<file path="src/rtl/fifo_pkg.sv">
// Shared FIFO definitions: read-mode constants and pointer width helper.
// Also used by the dual-clock FIFO.
package fifo_pkg;

    localparam int FIFO_STD  = 0;
    localparam int FIFO_FWFT = 1;

    // Pointer width: address bits plus one wrap bit.
    function automatic int ptr_w(input int depth);
        return $clog2(depth) + 1;
    endfunction

endpackage

</file>
<file path="src/rtl/sync_fifo_prog_if.sv">
// Handshake bundle between sync_fifo_prog and its producer/consumer.
// The master side drives requests; the slave side is the FIFO itself.
interface sync_fifo_prog_if
    import fifo_pkg::*;
#(
    parameter int WIDTH = 5,
    parameter int DEPTH = 16
);
    localparam int CW = ptr_w(DEPTH);

    logic             w_en;
    logic [WIDTH-1:0] i_dat;
    logic             full;
    logic             almost_full;
    logic             r_en;
    logic [WIDTH-1:0] o_dat;
    logic             o_valid;
    logic             empty;
    logic             almost_empty;
    logic [CW-1:0]    count;
    logic             overflow;
    logic             underflow;
    logic             clr_err;

    modport master (
        output w_en, i_dat, r_en, clr_err,
        input  full, almost_full, o_dat, o_valid, empty, almost_empty,
               count, overflow, underflow
    );

    modport slave (
        input  w_en, i_dat, r_en, clr_err,
        output full, almost_full, o_dat, o_valid, empty, almost_empty,
               count, overflow, underflow
    );

endinterface

</file>
<file path="src/rtl/fifo_dpram.sv">
// WIDTH x DEPTH storage with a synchronous write port and a read port that is
// either registered (read data updates on the edge after re) or combinational.
module fifo_dpram #(
    parameter int WIDTH  = 5,
    parameter int DEPTH  = 16,
    parameter bit REG_RD = 1'b1,
    localparam int AW    = $clog2(DEPTH)
) (
    input  logic             clk,
    input  logic             rst,
    input  logic             we,
    input  logic [AW-1:0]    waddr,
    input  logic [WIDTH-1:0] wdata,
    input  logic             re,
    input  logic [AW-1:0]    raddr,
    output logic [WIDTH-1:0] rdata
);

    logic [WIDTH-1:0] mem [DEPTH];

    // Storage write; contents are deliberately not reset.
    always_ff @(posedge clk) begin
        if (we) begin
            mem[waddr] <= wdata;
        end
    end

    if (REG_RD) begin : g_reg_rd
        // Registered read: the output word holds until the next accepted read.
        always_ff @(posedge clk or posedge rst) begin
            if (rst) begin
                rdata <= '0;
            end else if (re) begin
                rdata <= mem[raddr];
            end
        end
    end else begin : g_comb_rd
        assign rdata = mem[raddr];
    end

endmodule

</file>
<file path="src/rtl/sync_fifo_prog.sv">
// Single-clock FIFO with programmable almost-full/almost-empty thresholds,
// occupancy count, sticky overflow/underflow flags and optional
// first-word-fall-through read mode.
module sync_fifo_prog
    import fifo_pkg::*;
#(
    parameter int WIDTH    = 5,
    parameter int DEPTH    = 16,
    parameter int FWFT     = FIFO_STD,
    parameter int AF_LEVEL = DEPTH - 2,
    parameter int AE_LEVEL = 2
) (
    input logic             clk,
    input logic             rst,
    sync_fifo_prog_if.slave bus
);

    localparam int AW = $clog2(DEPTH);
    localparam int PW = ptr_w(DEPTH);

    if (DEPTH < 4 || (DEPTH & (DEPTH - 1)) != 0) begin : g_bad_depth
        $fatal(1, "sync_fifo_prog: DEPTH must be a power of 2 and at least 4");
    end
    if (!(AE_LEVEL > 0 && AE_LEVEL < AF_LEVEL && AF_LEVEL <= DEPTH)) begin : g_bad_levels
        $fatal(1, "sync_fifo_prog: need 0 < AE_LEVEL < AF_LEVEL <= DEPTH");
    end
    if (FWFT != FIFO_STD && FWFT != FIFO_FWFT) begin : g_bad_mode
        $fatal(1, "sync_fifo_prog: FWFT must be 0 or 1");
    end

    logic [PW-1:0] wptr;
    logic [PW-1:0] rptr;
    logic [PW-1:0] cnt;
    logic          full_i;
    logic          empty_i;
    logic          w_acc;
    logic          r_acc;
    logic          ovf_q;
    logic          unf_q;

    // Wrap bit distinguishes full from empty when the address bits match.
    assign full_i  = (wptr[PW-1] != rptr[PW-1]) && (wptr[AW-1:0] == rptr[AW-1:0]);
    assign empty_i = (wptr == rptr);

    // A full FIFO refuses writes and an empty one refuses reads, regardless of
    // what the other port does in the same cycle.
    assign w_acc = bus.w_en & ~full_i;
    assign r_acc = bus.r_en & ~empty_i;

    // Pointer advance on accepted transfers; natural roll-over modulo 2*DEPTH.
    always_ff @(posedge clk or posedge rst) begin
        if (rst) begin
            wptr <= '0;
            rptr <= '0;
        end else begin
            if (w_acc) wptr <= wptr + PW'(1);
            if (r_acc) rptr <= rptr + PW'(1);
        end
    end

    // Occupancy tracks accepted writes minus accepted reads.
    always_ff @(posedge clk or posedge rst) begin
        if (rst) begin
            cnt <= '0;
        end else begin
            case ({w_acc, r_acc})
                2'b10:   cnt <= cnt + PW'(1);
                2'b01:   cnt <= cnt - PW'(1);
                default: cnt <= cnt;
            endcase
        end
    end

    // Sticky error flags; a new error takes priority over a clear request.
    always_ff @(posedge clk or posedge rst) begin
        if (rst) begin
            ovf_q <= 1'b0;
            unf_q <= 1'b0;
        end else begin
            if (bus.w_en && full_i)  ovf_q <= 1'b1;
            else if (bus.clr_err)    ovf_q <= 1'b0;
            if (bus.r_en && empty_i) unf_q <= 1'b1;
            else if (bus.clr_err)    unf_q <= 1'b0;
        end
    end

    fifo_dpram #(
        .WIDTH  (WIDTH),
        .DEPTH  (DEPTH),
        .REG_RD (FWFT == FIFO_STD)
    ) u_mem (
        .clk    (clk),
        .rst    (rst),
        .we     (w_acc),
        .waddr  (wptr[AW-1:0]),
        .wdata  (bus.i_dat),
        .re     (r_acc),
        .raddr  (rptr[AW-1:0]),
        .rdata  (bus.o_dat)
    );

    if (FWFT == FIFO_FWFT) begin : g_fwft_valid
        assign bus.o_valid = ~empty_i;
    end else begin : g_std_valid
        logic valid_q;
        // In registered mode o_valid marks the cycle after an accepted pop.
        always_ff @(posedge clk or posedge rst) begin
            if (rst) begin
                valid_q <= 1'b0;
            end else begin
                valid_q <= r_acc;
            end
        end
        assign bus.o_valid = valid_q;
    end

    assign bus.full         = full_i;
    assign bus.empty        = empty_i;
    assign bus.count        = cnt;
    assign bus.almost_full  = (cnt >= PW'(AF_LEVEL));
    assign bus.almost_empty = (cnt <= PW'(AE_LEVEL));
    assign bus.overflow     = ovf_q;
    assign bus.underflow    = unf_q;

endmodule

</file>
<file path="src/flat_wrapper.sv">
// flat-port wrapper written by rule: the top's interface ports become plain ports
module sync_fifo_prog_flat import fifo_pkg::*;
#(
    parameter int WIDTH    = 5,
    parameter int DEPTH    = 16,
    parameter int FWFT     = FIFO_STD,
    parameter int AF_LEVEL = DEPTH - 2,
    parameter int AE_LEVEL = 2
)
  (clk, rst, bus_w_en, bus_i_dat, bus_r_en, bus_clr_err, bus_full, bus_almost_full, bus_o_dat, bus_o_valid, bus_empty, bus_almost_empty, bus_count, bus_overflow, bus_underflow);
  sync_fifo_prog_if #(.WIDTH(WIDTH), .DEPTH(DEPTH)) bus_i ();
  input logic clk;
  input logic rst;
  input wire logic [$bits(bus_i.w_en)-1:0] bus_w_en;
  input wire logic [$bits(bus_i.i_dat)-1:0] bus_i_dat;
  input wire logic [$bits(bus_i.r_en)-1:0] bus_r_en;
  input wire logic [$bits(bus_i.clr_err)-1:0] bus_clr_err;
  output wire logic [$bits(bus_i.full)-1:0] bus_full;
  output wire logic [$bits(bus_i.almost_full)-1:0] bus_almost_full;
  output wire logic [$bits(bus_i.o_dat)-1:0] bus_o_dat;
  output wire logic [$bits(bus_i.o_valid)-1:0] bus_o_valid;
  output wire logic [$bits(bus_i.empty)-1:0] bus_empty;
  output wire logic [$bits(bus_i.almost_empty)-1:0] bus_almost_empty;
  output wire logic [$bits(bus_i.count)-1:0] bus_count;
  output wire logic [$bits(bus_i.overflow)-1:0] bus_overflow;
  output wire logic [$bits(bus_i.underflow)-1:0] bus_underflow;
  assign bus_i.w_en = bus_w_en;
  assign bus_i.i_dat = bus_i_dat;
  assign bus_i.r_en = bus_r_en;
  assign bus_i.clr_err = bus_clr_err;
  assign bus_full = bus_i.full;
  assign bus_almost_full = bus_i.almost_full;
  assign bus_o_dat = bus_i.o_dat;
  assign bus_o_valid = bus_i.o_valid;
  assign bus_empty = bus_i.empty;
  assign bus_almost_empty = bus_i.almost_empty;
  assign bus_count = bus_i.count;
  assign bus_overflow = bus_i.overflow;
  assign bus_underflow = bus_i.underflow;
  sync_fifo_prog #(.WIDTH(WIDTH), .DEPTH(DEPTH), .FWFT(FWFT), .AF_LEVEL(AF_LEVEL), .AE_LEVEL(AE_LEVEL)) u_core (.clk(clk), .rst(rst), .bus(bus_i));
endmodule
</file>
<file path="config.mk">
export PLATFORM = sky130hd
export DESIGN_NAME = sync_fifo_prog_flat
export DESIGN_NICKNAME = d
export VERILOG_FILES = /design/src/rtl/fifo_pkg.sv /design/src/rtl/sync_fifo_prog_if.sv /design/src/rtl/fifo_dpram.sv /design/src/rtl/sync_fifo_prog.sv /design/src/flat_wrapper.sv
export SDC_FILE = /design/constraint.sdc
export NUM_CORES = 1
export LEC_CHECK = 0
export BUFFER_PORTS_ARGS = -buffer_cell sky130_fd_sc_hd__buf_2
export CAP_MARGIN = 20
export CORE_MARGIN = 2
export CORE_UTILIZATION = 60
export CTS_CLUSTER_SIZE = 40
export DETAILED_ROUTE_END_ITERATION = 8
export GPL_ROUTABILITY_DRIVEN = 0
export GPL_TIMING_DRIVEN = 0
export HOLD_SLACK_MARGIN = 0.12
export PLACE_DENSITY = 0.76
export SLEW_MARGIN = 10
export SYNTH_ARGS = -nofsm -noshare
export SYNTH_HDL_FRONTEND = slang
export SYNTH_SLANG_ARGS = --single-unit
</file>
<file path="constraint.sdc">
create_clock -name clk -period 5.3 [get_ports clk]
set_input_delay 0.53 -clock clk [delete_from_list [all_inputs] [get_ports clk]]
set_output_delay 0.53 -clock clk [all_outputs]
set_load 0.02 [all_outputs]
</file>
# Yosys cells after proc, flatten, opt, wreduce, memory -nomap -nowiden
# Memory sizes are Yosys's and may differ from the RTL's. A register that Yosys moved wholly into a read port is not among the register bits.
# Index checks and enable logic that the tools add are counted.
[totals] wordCells=34 ramBits=80 n_memories=1 output_inout_bits=17 input_bits=10 regBits=18
[memory_table] name="u_core.u_mem.mem" words=16 word_bits=5 read_ports=1 rd_clocked_by_memory_dff=1 write_ports=1 line="fifo_dpram.sv:19" rtl="logic [WIDTH-1:0] mem [DEPTH];"
[op_classes] n_reduce_logical=6 muxes=6 eq_ne=5 magnitude_cmp=2 addsub=4 bitwise_logic=4
[ops] operator="$add A5 B1 Y5 const B" count=3
[ops] operator="$pmux W5 S2" count=1
[ops] operator="$reduce_bool A2 Y1" count=3
[ops] operator="$eq A5 B5 Y1" count=1
[ops] operator="$ge A5 B4 Y1 const B" count=1
[ops] operator="$le A5 B2 Y1 const B" count=1
[ops] operator="$mux W1" count=5
[ops] operator="$sub A5 B1 Y5 const B" count=1
[ops] operator="$eq A4 B4 Y1" count=1
[ops] operator="$logic_and A1 B1 Y1" count=3
[ops] operator="$and A1 B1 Y1" count=2
[ops] operator="$eq A2 B1 Y1 const B" count=1
[ops] operator="$eq A2 B2 Y1 const B" count=1
[ops] operator="$not A1 Y1" count=2
[ops] operator="$ne A1 B1 Y1" count=1

# Depth between registers and ports, before layout
# Gate-level depths: netlist of run 1.
[depth] depth_word=6 ltp_mapped=14 depth_no_buf=12

# Cells and area by module
# A second synthesis of run 1 with hierarchy kept.
[hier_totals] cells_unflattened=280 area_unflattened_um2=4450.5
[modules_own_cells] module="fifo_dpram" cells_per_inst=190 n_inst=1 seq_area_each_um2=2527.4 area_each_um2=3402.0
[modules_own_cells] module="sync_fifo_prog" cells_per_inst=90 n_inst=1 seq_area_each_um2=450.4 area_each_um2=1048.5

# Worst setup path after synthesis of run 1
# OpenSTA, ideal clock, no wires.
[synth_timing] path_kind="flip-flop to flip-flop" startpoint="register u_core.rptr[1]" endpoint="register u_core.cnt[4] (netlist: u_core.bus.count[4])" required_ps=5220 path_stages_with_launch=15 arrival_ps=2547 synth_period_minus_slack_ps=2627 setup_ps=80 slack_ps=2673 path_buffers=2 cell_sequence="dfrtp_1 clkbuf_1 xnor2_1 nand4_1 o21a_1 buf_2 inv_2 ha_1 inv_1 fa_1 nor2b_1 o21ai_1 and3_1 nor3_1 xor2_1"
[synth_via] elab_chain_cells=6 elab_cells_between_ends=11 classes_between="eq/ne (4); mux (1); bitwise (4); reduce/logical (2)"
[synth_lines] item="from (decl)" line="sync_fifo_prog.sv:32" rtl="logic [PW-1:0] rptr;"
[synth_lines] item="from (signal assigned)" line="sync_fifo_prog.sv:57" rtl="if (r_acc) rptr <= rptr + PW'(1);"
[synth_lines] item="$eq A4 B4 Y1" line="sync_fifo_prog.sv:42" rtl="assign full_i = (wptr[PW-1] != rptr[PW-1]) && (wptr[AW-1:0] == rptr[AW-1:0]);"
[synth_lines] item="$logic_and A1 B1 Y1" line="sync_fifo_prog.sv:42"
[synth_lines] item="$not A1 Y1" line="sync_fifo_prog.sv:47" rtl="assign w_acc = bus.w_en & ~full_i;"
[synth_lines] item="$and A1 B1 Y1" line="sync_fifo_prog.sv:47"
[synth_lines] item="$eq A2 B1 Y1 or $eq A2 B2 Y1 (tied branches)" line="sync_fifo_prog.sv:66" rtl="case ({w_acc, r_acc})"
[synth_lines] item="$pmux W5 S2 or $reduce_bool A2 Y1 (tied branches)"
[synth_lines] item="to (signal assigned)" line="sync_fifo_prog.sv:67" rtl="2'b10: cnt <= cnt + PW'(1);"
[synth_lines] item="to (signal assigned)" line="sync_fifo_prog.sv:68" rtl="2'b01: cnt <= cnt - PW'(1);"
[synth_lines] item="to (signal assigned)" line="sync_fifo_prog.sv:69" rtl="default: cnt <= cnt;"
[synth_lines] item="to (decl)" line="sync_fifo_prog.sv:33" rtl="logic [PW-1:0] cnt;"
# Several ways; a longest one is shown, not always the timed one.
# A chain may end at the register's enable or synchronous reset.

# Worst setup path in the final report of run 1
# Ends and elaborated chain as after synthesis.

==> reports/metrics.json, run 1 <==
{
  "end_kind": "flop",
  "p_comb_frac": 0.397,
  "final_hold_viol_count": 0,
  "critPathArrivalTime_ps": 3310,
  "peakVddDrop_v": 0.000252,
  "post_route_utilization": 0.674,
  "cts.path.max_buffers": 2,
  "clkSinkCount": 103,
  "dr_total_vias": 2246,
  "top_cells_by_area_in_the_synthesized_netlist": "edfxtp_1 (55%), dfrtp_1 (13%), mux4_2 (10%)",
  "synth_edf_count": 80,
  "run_status": "finished, final reports clean",
  "fmax_mhz": 332,
  "areaGrowthSynthToFinish_pct": 10.5,
  "wl_per_cell_um": 19.2,
  "cts_setup_buffers": 0,
  "num-nets-final": 311,
  "cellPowerDensity_nw_per_um2": 537,
  "dieHeight_um": 89.2,
  "critical_path_fanouts_max": 10,
  "tightest_slew_ps": 939,
  "layout_worst_path_cycle_share": 0.568,
  "yosys.cell_types.count": 38,
  "gr-total-overflow": 0,
  "yosys_top_cell_by_area": "edfxtp_1",
  "fillers": 497,
  "synth_largest_type_area_fraction": 0.552,
  "floorplan.die_area_um2": 7950,
  "drc": 0,
  "syn_area_um2": 4350,
  "maximum_number_of_pins_on_one_net_before_global_route_repair": 24,
  "ctsResizeCount": 0,
  "tritoncts_clock_tree": "built",
  "worstSetupStartpointType": "flop",
  "clock-skew-final_ps": 12.5,
  "total_leakage_power_uw": 0.00176,
  "final-setup-viol-count": 0,
  "totalNegativeSetupSlack_ps": 0,
  "finalMaxSlewViolations": 0,
  "dieWidth_um": 89.2,
  "floorplan.core_area_um2": 7140,
  "clockRootBuffer": "clkbuf_8",
  "drt_wl_total_mm": 7.58,
  "io-pin-count": 27,
  "io_buffers": 26,
  "fin_crit_period_ps": 3010,
  "hold_class": "in -> async",
  "n_antenna_cell": 0,
  "path_clk_slew_ps": 100,
  "cts-hold-fix-buffers": 0,
  "synth-seq-area-share": 0.684,
  "cts_made_buffers": 9,
  "pwr-share-clk": 0.174,
  "drt_pass1_iterations": 4,
  "post_synth.cell_area_avg_um2": 17.4,
  "clock_h_tree_levels": 3,
  "cap_violations": 0,
  "crit_type": "reg -> reg",
  "worstSkewPairLatency_ps": 360,
  "switching_share": 0.354,
  "grt_first_pass_wirelength_mm": 11.7,
  "worstPathRequired_ps": 5600,
  "ys_async_sr_fraction": 0.223,
  "initial_antenna_violation_count": 0,
  "vias_in_the_first_global_route": 2148,
  "rsz0062_at_grt": "false",
  "hpwl_mm": 5.16,
  "yosys_warnings": 0,
  "site_row_count": 31,
  "p_int_uw": 1670,
  "dr.first_iter.drc_count": 186,
  "ys_ff_latch": 103,
  "switching_power_uw": 912,
  "total_nets_after_synthesis": 270,
  "grt_use_total": 0.213,
  "netlist_instances": 250,
  "ys.flop_type": "edfxtp_1",
  "layout-drive-gt1-share": 0.274,
  "start_util": 0.610,
  "viasPerCell": 5.69,
  "antenna_left": 0,
  "slew_headroom": 0.373,
  "pwr-share-seq": 0.430
}
-- cells in the final DEF, fill, tap and decap left out, types with 2 or more instances in the layout --
cell type and count:
nand3_1 2, o21ai_0 3, buf_2 33, dfrtp_1 23, inv_1 9, clkbuf_8 9, nor2_1 3, xor2_1 5
edfxtp_1 80, mux2_4 4, clkbuf_1 7, o21ai_1 4, clkinv_4 2, a21oi_1 2, xnor2_1 12, nor4b_1 4
nand2_1 14, buf_6 2, a22oi_1 10, nor2b_1 3, mux4_2 20, nand4_1 3, and2_1 2, ha_1 9
and4_1 4, nor3b_1 4, and3_1 5
-- metrics by stage --
step | total power (uW) | area, um2 | hold WS (ps) | std cells | setup slack (ps)
after floorplan | 1890 | 4350 | 462 | 250 | 2670
after global placement | 2130 | 4610 | 478 | 375 | 2360
after detailed placement | 2160 | 4630 | 485 | 379 | 2300
after CTS | 2600 | 4810 | 319 | 395 | 2280
after global routing | 2750 | 4810 | 311 | 395 | 2080
final | 2580 | 4810 | 323 | 395 | 2290
-- state kept, by name (all words and copies together), names as in the netlist --
register              cells
u_core.bus.underflow      1
u_core.wptr               5
u_core.bus.count          5
u_core.bus.o_valid        1
u_core.u_mem.mem         80
u_core.u_mem.rdata        5
u_core.rptr               5
u_core.bus.overflow       1
-- layout make-up --
class | count | area (um2) | area share
plain buffers | 14 | 91.3 | 0.0190
clock buffers | 9 | 124 | 0.0258
clock inverters | 7 | 58.8 | 0.0122
inverters | 10 | 37.5 | 0.00781
multi-input cells | 123 | 1240 | 0.259
flip-flops and latches | 103 | 2980 | 0.619
well taps | 99 | 124 | 0.0258
repair buffers | 30 | 150 | 0.0312
-- power by group through the flow --
stage                     logic, uW  registers [uW]  clock network [uW]
after floorplan                 723            1170                   0
after global placement         1010            1120                   0
after detailed placement       1030            1130                   0
after CTS                      1030            1110                 457
after global routing           1130            1130                 491
final                          1020            1110                 448
-- critical path: stages, from the launching register on --
cell and delay (ps):
dfrtp_1 360, clkbuf_1 280, xnor2_1 180, nand4_1 130, o21a_1 180, buf_2 180, inv_2 150, ha_1 240
inv_1 100, fa_1 400, nor2b_1 140, o21ai_1 90, and3_1 190, nor3_1 180, xor2_1 160
-- worst paths after layout --
kind | startpoint | slack (ps) | cells past startpoint | endpoint
setup reg to reg | u_core.rptr[1]$_DFFE_PP0P_ | 2290 | 14 | u_core.bus.count[4]$_DFFE_PP0P_
hold reg to reg | u_core.wptr[4]$_DFFE_PP0P_ | 500 | 1 | u_core.wptr[4]$_DFFE_PP0P_
setup / recovery | u_core.rptr[1]$_DFFE_PP0P_ | 2290 | 14 | u_core.bus.count[4]$_DFFE_PP0P_
max in group asynchronous | rst | 4440 | 2 | u_core.wptr[3]$_DFFE_PP0P_
hold / removal | rst | 320 | 2 | u_core.bus.count[3]$_DFFE_PP0P_
min in group clk | bus_clr_err | 330 | 2 | u_core.bus.underflow$_DFFE_PP0P_
-- layer usage --
layer	vias up	GRT usage	part of all wire
li1	1046	-	-
met1	1141	0.316	0.45
met2	50	0.313	0.49
met3	9	0.0332	0.038
met4	0	0.104	0.017
met5	-	0	0
-- cell families after synthesis --
family                   Yosys count  synth area share
flip-flops                       103             0.684
AND/OR/NAND/NOR                   46            0.0612
multiplexers                      26             0.122
AO/OA/AOI/OAI                     24            0.0377
buffers and inverters             24            0.0296
XOR/XNOR                          17            0.0342
adder cells (fa/ha/maj)           10            0.0305
-- cells in the mapped netlist, types with 2 or more instances --
master    count
buf_2         3
edfxtp_1     80
nor2_1        3
dfrtp_1      23
xnor2_1      12
nor2b_1       3
nor3b_1       4
and3_1        5
a21oi_1       2
nand2_1      14
buf_6         2
xor2_1        5
o21ai_0       3
ha_1          9
mux4_2       20
inv_1         9
o21ai_1       4
nand4_1       3
and2_1        2
and4_1        4
mux2_4        4
a22oi_1      10
nor4b_1       4
clkbuf_1      7
nand3_1       2
Power figures use the tool's default switching activity.
==> run 2: changes to the inputs <==
- CORE_UTILIZATION: 60 -> 54
- PLACE_DENSITY: 0.76 -> 0.72
- clock period: 5.3 -> 2.69 ns (I/O delays scaled with it)
==> reports/metrics.json, run 2 (synthesis results as in run 1) <==
{
  "io_buffers": {"value": 26, "change": "unchanged"},
  "switching_share": {"value": 0.355, "change": "was 0.354"},
  "cap_violations": {"value": 0, "change": "unchanged"},
  "critPathArrivalTime": {"value": 2840, "unit": "ps", "change": "was 3310 ps"},
  "run_status": {"value": "finished, final reports clean", "change": "unchanged"},
  "placed_area": {"value": 4630, "unit": "um2", "change": "about the same"},
  "final_cell_area": {"value": 5000, "unit": "um2", "change": "was 4810 um2"},
  "areaGrowthSynthToFinish": {"value": 14.9, "unit": "%", "change": "was 10.5%"},
  "gr-total-overflow": {"value": 0, "change": "unchanged"},
  "clock-skew-final": {"value": 19.1, "unit": "ps", "change": "was 12.5 ps"},
  "clock_h_tree_levels": {"value": 3, "change": "unchanged"},
  "dr_total_vias": {"value": 2340, "change": "was 2246"},
  "num-nets-final": {"value": 325, "change": "was 311"},
  "final_non_filler_cells": {"value": 412, "change": "was 395"},
  "io-pin-count": {"value": 27, "change": "unchanged"},
  "end_kind": {"value": "flop", "change": "unchanged"},
  "n_antenna_cell": {"value": 0, "change": "unchanged"},
  "finalMaxSlewViolations": {"value": 0, "change": "unchanged"},
  "maximum_number_of_pins_on_one_net_before_global_route_repair": {"value": 24, "change": "unchanged"},
  "slew_headroom": {"value": 0.383, "change": "was 0.373"},
  "fmax": {"value": 392, "unit": "MHz", "change": "was 332 MHz"},
  "site_row_count": {"value": 32, "change": "was 31"},
  "p_comb_frac": {"value": 0.413, "change": "was 0.397"},
  "peakVddDrop": {"value": 0.000533, "unit": "V", "change": "was 0.000252 V"},
  "dp.cells": {"value": 382, "change": "was 379"},
  "cp_cell_sequence": {"value": "buf_6 -> xnor2_2 -> nand4_1 -> o21a_1 -> buf_6 -> inv_4 -> ha_4 -> inv_2 -> fa_2 -> nor2b_1 -> o21ai_1 -> and3_1 -> nor3_2 -> xor2_1", "change": "was clkbuf_1 -> xnor2_1 -> nand4_1 -> o21a_1 -> buf_2 -> inv_2 -> ha_1 -> inv_1 -> fa_1 -> nor2b_1 -> o21ai_1 -> and3_1 -> nor3_1 -> xor2_1"},
  "floorplan.core_area": {"value": 7770, "unit": "um2", "change": "was 7140 um2"},
  "p_int": {"value": 3450, "unit": "uW", "change": "was 1670 uW"},
  "path_clk_slew": {"value": 100, "unit": "ps", "change": "about the same"},
  "drt_wl_total": {"value": 8.07, "unit": "mm", "change": "was 7.58 mm"},
  "top_layer_used": {"value": "met4", "change": "unchanged"},
  "fillers": {"value": 548, "change": "was 497"},
  "fin_crit_period": {"value": 2550, "unit": "ps", "change": "was 3010 ps"},
  "dr.first_iter.drc_count": {"value": 119, "change": "was 186"},
  "final_hold_viol_count": {"value": 0, "change": "unchanged"},
  "dieHeight": {"value": 93.8, "unit": "um", "change": "was 89.2 um"},
  "worstPathRequired": {"value": 2980, "unit": "ps", "change": "was 5600 ps"},
  "wl_met3": {"value": 427, "unit": "um", "change": "was 286 um"},
  "cpMostUsedCell": "buf_6",
  "timing.critical_path.from": {"value": "u_core.rptr[0]$_DFFE_PP0P_", "change": "was u_core.rptr[1]$_DFFE_PP0P_"},
  "final-setup-viol-count": {"value": 0, "change": "unchanged"},
  "switching_power": {"value": 1900, "unit": "uW", "change": "was 912 uW"},
  "mostFrequentLayoutCell": {"value": "edfxtp_1", "change": "unchanged"},
  "met1Wirelength": {"value": 3.45, "unit": "mm", "change": "about the same"},
  "worstSetupStartpointType": {"value": "flop", "change": "unchanged"},
  "cts.path.max_buffers": {"value": 2, "change": "unchanged"},
  "viasPerCell": {"value": 5.68, "change": "was 5.69"},
  "grt_first_pass_wirelength": {"value": 12.4, "unit": "mm", "change": "was 11.7 mm"},
  "pwr-share-clk": {"value": 0.168, "change": "was 0.174"},
  "worst_r2r_path_depth": {"value": 14, "change": "unchanged"},
  "timing.reg2reg.setup_slack": {"value": 140, "unit": "ps", "change": "was 2290 ps"},
  "hpwl": {"value": 5.33, "unit": "mm", "change": "was 5.16 mm"},
  "routed-wl-met2": {"value": 4.13, "unit": "mm", "change": "was 3.72 mm"},
  "max_flop_register": {"value": "u_core.u_mem.mem", "change": "unchanged"},
  "setup_slack": {"value": 138, "unit": "ps", "change": "was 2290 ps"},
  "delay_contributed_by_the_slowest_stage_of_the_critical_path": {"value": 410, "unit": "ps", "change": "was 400 ps"},
  "critical_path.endpoint": {"value": "u_core.bus.count[4]$_DFFE_PP0P_", "change": "unchanged"},
  "crit_type": {"value": "reg -> reg", "change": "unchanged"},
  "cts_made_buffers": {"value": 9, "change": "unchanged"},
  "drt_pass1_iterations": {"value": 4, "change": "unchanged"},
  "drc": {"value": 0, "change": "unchanged"},
  "floorplan.die_area": {"value": 8790, "unit": "um2", "change": "was 7950 um2"},
  "tightest_slew": {"value": 924, "unit": "ps", "change": "was 939 ps"},
  "vias_in_the_first_global_route": {"value": 2311, "change": "was 2148"},
  "post_route_utilization": {"value": 0.644, "change": "was 0.674"},
  "start_util": {"value": 0.560, "change": "was 0.610"},
  "cellPowerDensity": {"value": 1070, "unit": "nW/um2", "change": "was 537 nW/um2"},
  "total_leakage_power": {"value": 0.00185, "unit": "uW", "change": "was 0.00176 uW"},
  "initial_antenna_violation_count": {"value": 0, "change": "unchanged"},
  "largest_register_ff_count": {"value": 80, "change": "unchanged"},
  "preCtsSetupSlack": {"value": -315, "unit": "ps", "change": "was 2300 ps"},
  "worstSkewPairLatency": {"value": 370, "unit": "ps", "change": "was 360 ps"},
  "wl_per_cell": {"value": 19.6, "unit": "um", "change": "was 19.2 um"},
  "pwr-share-seq": {"value": 0.419, "change": "was 0.430"},
  "worstReg2RegEnd": {"value": "u_core.bus.count[4]$_DFFE_PP0P_", "change": "unchanged"},
  "cpMaxStageDelayCell": {"value": "dfrtp_1", "change": "was fa_1"},
  "totalNegativeSetupSlack": {"value": 0, "unit": "ps", "change": "unchanged"},
  "tritoncts_clock_tree": {"value": "built", "change": "unchanged"},
  "hold_class": {"value": "in -> reg", "change": "was in -> async"},
  "layout.cells.most_common_list": {"value": "edfxtp_1 (80), buf_2 (29), mux4_2 (20)", "change": "was edfxtp_1 (80), buf_2 (33), dfrtp_1 (23)"},
  "layout-drive-gt1-share": {"value": 0.345, "change": "was 0.274"},
  "antenna_left": {"value": 0, "change": "unchanged"},
  "worstReg2RegStart": {"value": "u_core.rptr[0]$_DFFE_PP0P_", "change": "was u_core.rptr[1]$_DFFE_PP0P_"},
  "grt_use_total": {"value": 0.197, "change": "was 0.213"},
  "dieWidth": {"value": 93.8, "unit": "um", "change": "was 89.2 um"},
  "clockRootBuffer": {"value": "clkbuf_8", "change": "unchanged"},
  "critical_path_fanouts_max": {"value": 5, "change": "was 10"},
  "layout_worst_path_cycle_share": {"value": 0.949, "change": "was 0.568"},
  "clkSinkCount": {"value": 103, "change": "unchanged"}
}
## run 2: repair_timing
item	CTS	global route
hold buffers	2	0
setup endpoints to repair	1	1
pin swaps	0	9
setup buffers	2	13
endpoints found under the hold margin	25	0
resized for setup	7	11
## run 2: routing by layer
metal  up-vias  global-route usage
met4         0              0.0580
met5         -                   0
met2        64               0.324
met1      1196               0.270
li1       1073                   -
met3         7              0.0393
## run 2: metrics by stage
step	total power, uW	hold slack, ps
floorplan	3720	271
global placement	4210	456
detailed placement	4270	474
CTS	5180	138
global route	5680	149
finish	5350	145
## run 2: area by class of cell
cell class                      count  area, um2  area share
Clock buffer                        9        124      0.0248
Inverter                           10       40.0     0.00801
Clock inverter                      7       53.8      0.0108
Multi-Input combinational cell    123       1290       0.259
Buffer                             11       87.6      0.0175
Tap cell                          102        128      0.0255
Sequential cell                   103       2980       0.597
Timing Repair Buffer               47        288      0.0576
## run 2: worst max-delay path, delay by kind of cell, from the launching register on
kind	cells	cell delay (ps)
simple gates	4	610
fa+ha+maj	2	500
flops	1	410
buf+inv	4	380
compound gates	2	320
xor+xnor	2	270
## run 2: worst min-delay path by stage
stage,startpoint,cells after the start,to,slack (ps)
after floorplan,rst,1,u_core.bus.count[0]$_DFFE_PP0P_,270
after global placement,bus_clr_err,2,u_core.bus.underflow$_DFFE_PP0P_,460
after detailed placement,bus_clr_err,2,u_core.bus.underflow$_DFFE_PP0P_,470
after CTS,bus_r_en,3,u_core.bus.underflow$_DFFE_PP0P_,140
after global routing,bus_r_en,3,u_core.bus.underflow$_DFFE_PP0P_,150
final,bus_r_en,3,u_core.bus.underflow$_DFFE_PP0P_,150
## run 2: power groups by stage
| stage | Sequential, uW | Combinational, uW | Clock [uW] |
|---|---|---|---|
| after global routing | 2280 | 2410 | 978 |
| after CTS | 2200 | 2070 | 902 |
| after floorplan | 2300 | 1420 | 0 |
| after detailed placement | 2220 | 2050 | 0 |
| after global placement | 2210 | 1990 | 0 |
| final | 2240 | 2210 | 899 |
